**config.mk**
```make
export PLATFORM = sky130hd
export DESIGN_NAME = multi_lane_deserializer
export DESIGN_NICKNAME = d
export VERILOG_FILES = /design/src/rtl/multi_lane_deserializer.sv
export SDC_FILE = /design/constraint.sdc
export NUM_CORES = 1
export LEC_CHECK = 0
export ABC_AREA = 1
export BUFFER_PORTS_ARGS = -buffer_cell sky130_fd_sc_hd__buf_2
export CORE_MARGIN = 2
export CORE_UTILIZATION = 45
export CTS_CLUSTER_DIAMETER = 30
export DETAILED_ROUTE_END_ITERATION = 10
export PLACE_DENSITY_LB_ADDON = 0.15
export SLEW_MARGIN = 40
export SYNTH_ARGS = -nofsm -noshare
export SYNTH_HDL_FRONTEND = slang
export SYNTH_SLANG_ARGS = --single-unit
```
**constraint.sdc**
```tcl
create_clock -name clk -period 2.2 [get_ports clk]
set_input_delay 0.44 -clock clk [delete_from_list [all_inputs] [get_ports clk]]
set_output_delay 0.44 -clock clk [all_outputs]
set_load 0.005 [all_outputs]
```
**src/rtl/multi_lane_deserializer.sv**
```systemverilog
// -----------------------------------------------------------------------------
// multi_lane_deserializer
//
// Receive-side deserializer for the USB4 logical layer. Each clock edge samples
// one serial bit per lane into that lane's shift register. A complete word is
// copied to rx_parallel with a one-cycle rx_valid strobe. The word length
// depends on the selected speed:
//   GEN4 (00/11) : 8 bits, MSB-first (first bit received ends up in bit 7)
//   GEN3 (01)    : WIDTH bits, LSB-first
//   GEN2 (10)    : WIDTH/2 bits, LSB-first
// bit_slip holds the bit counter for one edge, which moves the word boundary
// one bit later. A change of gen_speed restarts deserialization cleanly.
//
// Ports
//   clk           in   sample clock, one bit per lane per rising edge
//   rst           in   asynchronous active-low reset
//   enable_deser  in   deserializer enable; low clears synchronously
//   gen_speed     in   speed select (see table above)
//   rx_ser        in   serial bit of lane i on bit i
//   bit_slip      in   delay the word boundary by one bit
//   rx_parallel   out  lane i word on [i*WIDTH +: WIDTH], held between words
//   rx_valid      out  one-cycle pulse when rx_parallel is reloaded
//   descr_rst     out  descrambler reset, high one edge before a word's last bit
//   enable_dec    out  decoder enable, high once the first word is delivered
// -----------------------------------------------------------------------------
module multi_lane_deserializer #(
    parameter int WIDTH = 132,
    parameter int LANES = 2
) (
    input  logic                   clk,
    input  logic                   rst,
    input  logic                   enable_deser,
    input  logic [1:0]             gen_speed,
    input  logic [LANES-1:0]       rx_ser,
    input  logic                   bit_slip,
    output logic [LANES*WIDTH-1:0] rx_parallel,
    output logic                   rx_valid,
    output logic                   descr_rst,
    output logic                   enable_dec
);

    localparam int         CW   = $clog2(WIDTH);
    localparam logic [1:0] GEN3 = 2'b01;
    localparam logic [1:0] GEN2 = 2'b10;

    logic [WIDTH-1:0]       sr_q [LANES];
    logic [WIDTH-1:0]       sr_d [LANES];
    logic [CW-1:0]          count_q, count_d;
    logic [1:0]             gen_q, gen_d;
    logic [LANES*WIDTH-1:0] par_q, par_d;
    logic                   valid_q, valid_d;
    logic                   dec_q, dec_d;

    logic [CW-1:0]          last_cnt;
    logic [CW-1:0]          pen_cnt;
    logic                   is_gen4;
    logic                   capture;

    // Terminal count (N-1) and the count one before it (N-2) for the
    // speed that is currently running.
    always_comb begin
        last_cnt = CW'(7);
        pen_cnt  = CW'(6);
        case (gen_q)
            GEN3: begin
                last_cnt = CW'(WIDTH - 1);
                pen_cnt  = CW'(WIDTH - 2);
            end
            GEN2: begin
                last_cnt = CW'(WIDTH/2 - 1);
                pen_cnt  = CW'(WIDTH/2 - 2);
            end
            default: begin
                last_cnt = CW'(7);
                pen_cnt  = CW'(6);
            end
        endcase
    end

    // 00 and 11 both select GEN4.
    assign is_gen4 = (gen_q[0] == gen_q[1]);
    assign capture = (count_q == last_cnt) && !bit_slip;

    always_comb begin
        sr_d    = sr_q;
        count_d = count_q;
        gen_d   = gen_q;
        par_d   = par_q;
        valid_d = 1'b0;
        dec_d   = dec_q;

        if (!enable_deser) begin
            sr_d    = '{default: '0};
            count_d = '0;
            gen_d   = 2'b00;
            par_d   = '0;
            dec_d   = 1'b0;
        end else if (gen_speed != gen_q) begin
            // Restart on speed change: nothing is sampled on this edge.
            sr_d    = '{default: '0};
            count_d = '0;
            gen_d   = gen_speed;
            dec_d   = 1'b0;
        end else begin
            for (int l = 0; l < LANES; l++) begin
                case (gen_q)
                    GEN3:    sr_d[l] = {rx_ser[l], sr_q[l][WIDTH-1:1]};
                    // Upper half stays zero so the captured word needs no mask.
                    GEN2:    sr_d[l] = {{(WIDTH/2){1'b0}}, rx_ser[l], sr_q[l][WIDTH/2-1:1]};
                    default: sr_d[l] = {sr_q[l][WIDTH-2:0], rx_ser[l]};
                endcase
            end

            if (!bit_slip) begin
                count_d = (count_q == last_cnt) ? '0 : count_q + CW'(1);
            end

            if (capture) begin
                valid_d = 1'b1;
                dec_d   = 1'b1;
                for (int l = 0; l < LANES; l++) begin
                    // GEN4 shifts left forever; only the newest 8 bits are the word.
                    par_d[l*WIDTH +: WIDTH] = is_gen4 ? {{(WIDTH-8){1'b0}}, sr_d[l][7:0]}
                                                      : sr_d[l];
                end
            end
        end
    end

    always_ff @(posedge clk or negedge rst) begin
        if (!rst) begin
            sr_q    <= '{default: '0};
            count_q <= '0;
            gen_q   <= 2'b00;
            par_q   <= '0;
            valid_q <= 1'b0;
            dec_q   <= 1'b0;
        end else begin
            sr_q    <= sr_d;
            count_q <= count_d;
            gen_q   <= gen_d;
            par_q   <= par_d;
            valid_q <= valid_d;
            dec_q   <= dec_d;
        end
    end

    assign rx_parallel = par_q;
    assign rx_valid    = valid_q;
    assign enable_dec  = dec_q;
    assign descr_rst   = enable_deser & rst & (count_q == pen_cnt) & (gen_speed == gen_q);

endmodule

```
# [Word level (Yosys, flattened, before mapping)]
# Index checks and enable logic that the tools add are counted.
[word_totals] register_bits=540 in_bits=8 out_inout_bits=267 wordCells=49
[op_classes] n_addsub=1 eq_ne=12 muxes=23 bitwise=3 reduce_logical=3
[ops] op="264-bit 2-to-1 mux" n=5
[ops] op="132-bit case mux with 2 select lines" n=2
[ops] op="132-bit 2-to-1 mux" n=2
[ops] op="8-bit 2-to-1 mux" n=4
[ops] op="8-bit case mux with 2 select lines" n=2
[ops] op="8-bit equality test" n=2
[ops] op="8-bit by 1-bit adder with 8-bit output (second input constant)" n=1
[ops] op="1-bit 2-to-1 mux" n=6
[ops] op="2-bit 2-to-1 mux" n=2
[ops] op="2-bit by 1-bit inequality test with 1-bit output (second input constant)" n=2
[ops] op="1-bit AND" n=3
[ops] op="3-bit by 1-bit inequality test with 1-bit output (second input constant)" n=1
[ops] op="3-bit by 2-bit inequality test with 1-bit output (second input constant)" n=1
[ops] op="2-bit by 1-bit equality test with 1-bit output (second input constant)" n=1
[ops] op="2-bit equality test" n=1
[ops] op="2-bit equality test (second input constant)" n=1
[ops] op="2-bit inequality test" n=1
[ops] op="2-bit inequality test (second input constant)" n=1
[ops] op="2-bit AND reduction" n=1
[ops] op="1-bit equality test" n=1
[ops] op="1-bit logical AND" n=1
[ops] op="1-bit zero test" n=1

# [Longest topological paths before layout]
[depth] depth_word=7 ltp_mapped=13 mapped_depth_nobuf=10

# [Worst setup path after synthesis]
# OpenSTA, ideal clock, no wires.
[synth_path] path_type="reg2reg" from="register gen_q[0]" to="register par_q[213] (netlist: rx_parallel[213])" setup_ns=0.065 arrival_time_ns=1.811 required_ns=2.135 path_slack_ns=0.324 path_stages_with_launch=13 path_buffers=3 synth_period_minus_slack_ns=1.876 cell_sequence="dfrtp_1 > inv_1 > ha_1 > buf_4 > inv_2 > nand2_1 > nand3_2 > nor2_2 > nand4_1 > buf_2 > buf_1 > nand3_1 > nand2_1"
[synth_between] elab_chain_cells=6 elab_cells_between_ends=15 cone_classes="eq/ne (7); mux (6); reduce/logical (2)"
[synth_lines] element="start: declaration" line_no="49" source="logic [1:0] gen_q, gen_d;"
[synth_lines] element="start signal: assignment" line_no="141" source="gen_q <= gen_d;"
[synth_lines] element="2-bit equality test or 2-bit by 1-bit equality test with 1-bit output (tied branches)" line_no="64, 106"
[synth_lines] element="8-bit case mux with 2 select lines or 132-bit case mux with 2 select lines (tied branches)" line_no="64, 106"
[synth_lines] element="8-bit equality test or 132-bit 2-to-1 mux (tied branches)" line_no="82, 123"
[synth_lines] element="1-bit logical AND or 264-bit 2-to-1 mux (tied branches)" line_no="82, 118"
[synth_lines] element="2-bit by 1-bit inequality test with 1-bit output (no line) or 264-bit 2-to-1 mux (tied branches)"
[synth_lines] element="2-bit AND reduction (no line) or 264-bit 2-to-1 mux (tied branches)"
[synth_lines] element="end signal: assignment" line_no="142" source="par_q <= par_d;"
[synth_lines] element="end: declaration" line_no="50" source="logic [LANES*WIDTH-1:0] par_q, par_d;"
# Parallel ways exist; a longest one is shown, timed or not. The select of a mux whose other input is x is not followed.
# A chain may end at the register's enable or synchronous reset.

# [Final worst setup path]
[layout_path] from="register gen_q[1]" to="output descr_rst"
[layout_between] elab_chain_cells=5 elab_cells_between_ends=7 cone_classes="eq/ne (4); mux (1); bitwise (2)"
[layout_lines] element="2-bit equality test or 2-bit by 1-bit equality test with 1-bit output (tied branches)" line_no="64" source="case (gen_q)"
[layout_lines] element="8-bit case mux with 2 select lines" line_no="64"
[layout_lines] element="8-bit equality test" line_no="151" source="assign descr_rst = enable_deser & rst & (count_q == pen_cnt) & (gen_speed == gen_q);"
[layout_lines] element="1-bit AND" line_no="151"
[layout_lines] element="1-bit AND *" line_no="151"
[layout_lines] element="end: declaration" line_no="38" source="output logic descr_rst,"
# Mark *: on every way between the ends. The rest lies on a longest branch, timed or not.

==> results.sh <==
export IMPL_fillers=4343
export IMPL_grtUsageTotal=0.229
export IMPL_final_hold_viol_count=0
export IMPL_slowest_stage="dfrtp_2"
export IMPL_violations="setup timing"
export IMPL_drt_iter0_drc=1567
export IMPL_p_leak_uw=0.0151
export IMPL_grt_pass1_vias=18800
export IMPL_fmax_mhz=418
export IMPL_startpoint_type="register"
export IMPL_slowest_delay_ns=0.43
export IMPL_arrival_ns=1.95
export IMPL_worst_hold_slack_ns=0.0492
export IMPL_hpwlAfterDp_mm=36.3
export IMPL_pre_cts_ws_ns=0.0925
export IMPL_antenna_found_initial=3
export IMPL_placed_cells=3496
export IMPL_clkPwrFrac=0.611
export IMPL_critPathTopFamily="simple AND/OR/NAND/NOR gates"
export IMPL_reg2reg_setup_slack_ns=-0.16
export IMPL_synth_cell_types=25
export IMPL_synth_area_per_cell_um2=8.41
export IMPL_tightest_slew_ns=0.802
export IMPL_synthAdderAreaFrac=0.00221
export IMPL_crit_chain="ha_4, inv_4, nand2_2, nand3_2, nor2_1, and3_4, buf_6"
export IMPL_synth_top_area_share=0.597
export IMPL_synth_nets=2704
export IMPL_switching_share=0.228
export IMPL_end_kind="output pin"
export IMPL_fin_cells=3763
export IMPL_setup_viol=254
export IMPL_start_util=0.454
export IMPL_grt_pass1_wl_mm=97.9
export IMPL_synth_top_family_by_area="simple AND/OR/NAND/NOR gates"
export IMPL_worst_slack_ns=-0.190
export IMPL_seq_area_frac_synth=0.597
export IMPL_pwr_share_comb=0.038
export IMPL_finalMaxSlewViolations=0
export IMPL_multi_input_area_mm2=0.00796
export IMPL_skew_ns=0.0261
export IMPL_fin_crit_sh=1.09
export IMPL_ys_top_cells_by_area="dfrtp_1 (60%), nand2_1 (12%), nor2_1 (8.4%)"
export IMPL_clk_pin_slew_worst_paths_ns=0.04
export IMPL_drc=0
export IMPL_max_slew_margin=0.465
export IMPL_synth_compound_area_share=0.0661
export IMPL_power_internal_uw=22000
export IMPL_drive_gt1_frac=0.196
export IMPL_dieWidth_um=228
export IMPL_gp_congestion=0.826
export IMPL_most_common_layout_cells="nand2_1 (730), dfrtp_1 (539), nor2_1 (506)"
export IMPL_row_count=82
export IMPL_cts_max_level=3
export IMPL_status="finished, violations left"
export IMPL_avgRoutedWirePerCell_um=16.9
export IMPL_synth_warnings=0
export IMPL_fin_nets=3004
export IMPL_worstPathMaxFanout=4
export IMPL_synth_xor_area_share=0
export IMPL_grt_start_max_net_pins=193
export IMPL_syn_inst=2692
export IMPL_finalCriticalPeriod_ns=2.39
export IMPL_cts_tree="done"
export IMPL_power_density_mw_per_mm2=954
export IMPL_critPathKind="register to output pin"
export IMPL_io_pins=275
export IMPL_power_switching_uw=6490
export IMPL_die_h_um=228
export IMPL_insertion_delay_ns=0.65
export IMPL_portBuffers=274
export IMPL_power_uw=28500
export IMPL_syn_area_mm2=0.0226
export IMPL_synthMuxAreaShare=0
export IMPL_clock_path_buffers=3
export IMPL_cts_sinks=540
export IMPL_p_seq_frac=0.351
export IMPL_layout_commonest_cell="nand2_1"
export IMPL_clock_root_buffer="clkbuf_16"
export IMPL_rsz0062_at_grt="true"
export IMPL_num_antenna_cells=0
export IMPL_cp_required_ns=1.76
export IMPL_grt_ovfl_total=0
export IMPL_ant_nets=0
export IMPL_maxCapViolCount=0
export IMPL_ir_worst_vdd_uv=682
export IMPL_dr_pass1_iters=5
export IMPL_die_area_mm2=0.0521
export IMPL_num_vias=19500
export IMPL_syn_to_final_growth_pct=32.0
export IMPL_drt_wl_total_mm=63.7
export IMPL_synth_simple_gate_area_share=0.280
export IMPL_synth_top_area_cell="dfrtp_1"
export IMPL_final_core_util=0.599
export IMPL_post_drt_via_cell_ratio=5.18
export IMPL_ys_seq_elements=540
export IMPL_seq_area_mm2=0.0135
export IMPL_coreArea_mm2=0.0499
export IMPL_cts_buffers=115
export IMPL_min_path_type="primary input to register"
export IMPL_path_buf_inv=2
worst register-to-register path, cell delays in order, from the launching register on:
cell	delay (ns)
dfrtp_2	0.43
ha_4	0.30
inv_4	0.04
nand2_2	0.05
nand3_2	0.08
buf_4	0.14
buf_4	0.13
nor2_2	0.16
nand3_4	0.12
nor2_4	0.19
buf_12	0.14
clkbuf_16	0.13
buf_6	0.12
buf_12	0.13
nand2_1	0.07
nand2_1	0.07
stage by stage:
step                      area, um2  setup TNS (ns)
final                         29900          -20.93
after global routing          29900          -46.54
after CTS                     29000          -0.194
after detailed placement      24900               0
after global placement        24900               0
after floorplan               22600               0
worst paths after layout:
check	start	endpoint	cells after the start
setup reg to reg	gen_q[1]	rx_parallel[206]	15
max in group asynchronous	rst	sr_q[251]	4
min in group asynchronous	rst	rx_parallel[19]	3
hold reg to reg	enable_dec	enable_dec	1
hold / removal	gen_speed[1]	gen_q[1]	3
setup / recovery	gen_q[1]	descr_rst	7
state kept, by name, summed over array words and instances (netlist names):
register / flops
count_q: 8
gen_q: 2
rx_parallel: 264
rx_valid: 1
enable_dec: 1
sr_q: 264
kinds of logic after synthesis:
| logic type | Yosys count |
|---|---|
| fa+ha+maj | 4 |
| compound gates | 279 |
| flops | 540 |
| buf+inv | 301 |
| simple gates | 1568 |
power groups by stage:
stage               Combinational (uW)  Clock (uW)  Sequential, uW
floorplan                          597           0           10200
global placement                  1050           0           10200
detailed placement                1050           0           10200
CTS                               1080       17700           10000
global route                      1220       18200            9990
finish                            1100       17400           10000
cell usage after synthesis:
cell	n
a21oi_1	225
buf_2	25
buf_6	2
nor2_2	4
clkbuf_1	128
nand2_2	1
buf_1	29
clkinv_1	3
o21ai_0	11
nand3_1	313
buf_4	16
inv_1	94
nand3_2	2
a211oi_1	36
nand4_1	7
and3_1	1
nor2_1	506
nor2_4	1
o21a_1	1
nand2_1	732
ha_1	4
dfrtp_1	540
inv_2	4
nand3b_1	1
o22ai_1	6
per-layer routing:
metal	vias to the layer above	GRT usage	share of wire
li1	9244	-	-
met1	9585	0.309	0.44
met2	562	0.361	0.47
met3	90	0.0573	0.069
met4	6	0.0778	0.023
met5	-	0	0.00066
cell type report:
type / count / share of cell area
clock buffer: 148 / 0.108
sequential: 540 / 0.452
clock inverter: 68 / 0.0266
timing repair buffer: 383 / 0.106
inverter: 101 / 0.0128
multi-input combinational: 1851 / 0.266
tap: 672 / 0.0281
repair_timing:
| item | 4_1_cts | 5_1_grt |
|---|---|---|
| hold endpoints to repair | 47 | 0 |
| setup buffers | 6 | 15 |
| pin swaps | 7 | 5 |
| hold buffers | 2 | 0 |
| gates resized for setup | 9 | 36 |
| setup endpoints to repair | 1 | 303 |
| cloned | 0 | 28 |
Note: power is estimated with default switching activity, not from simulation.
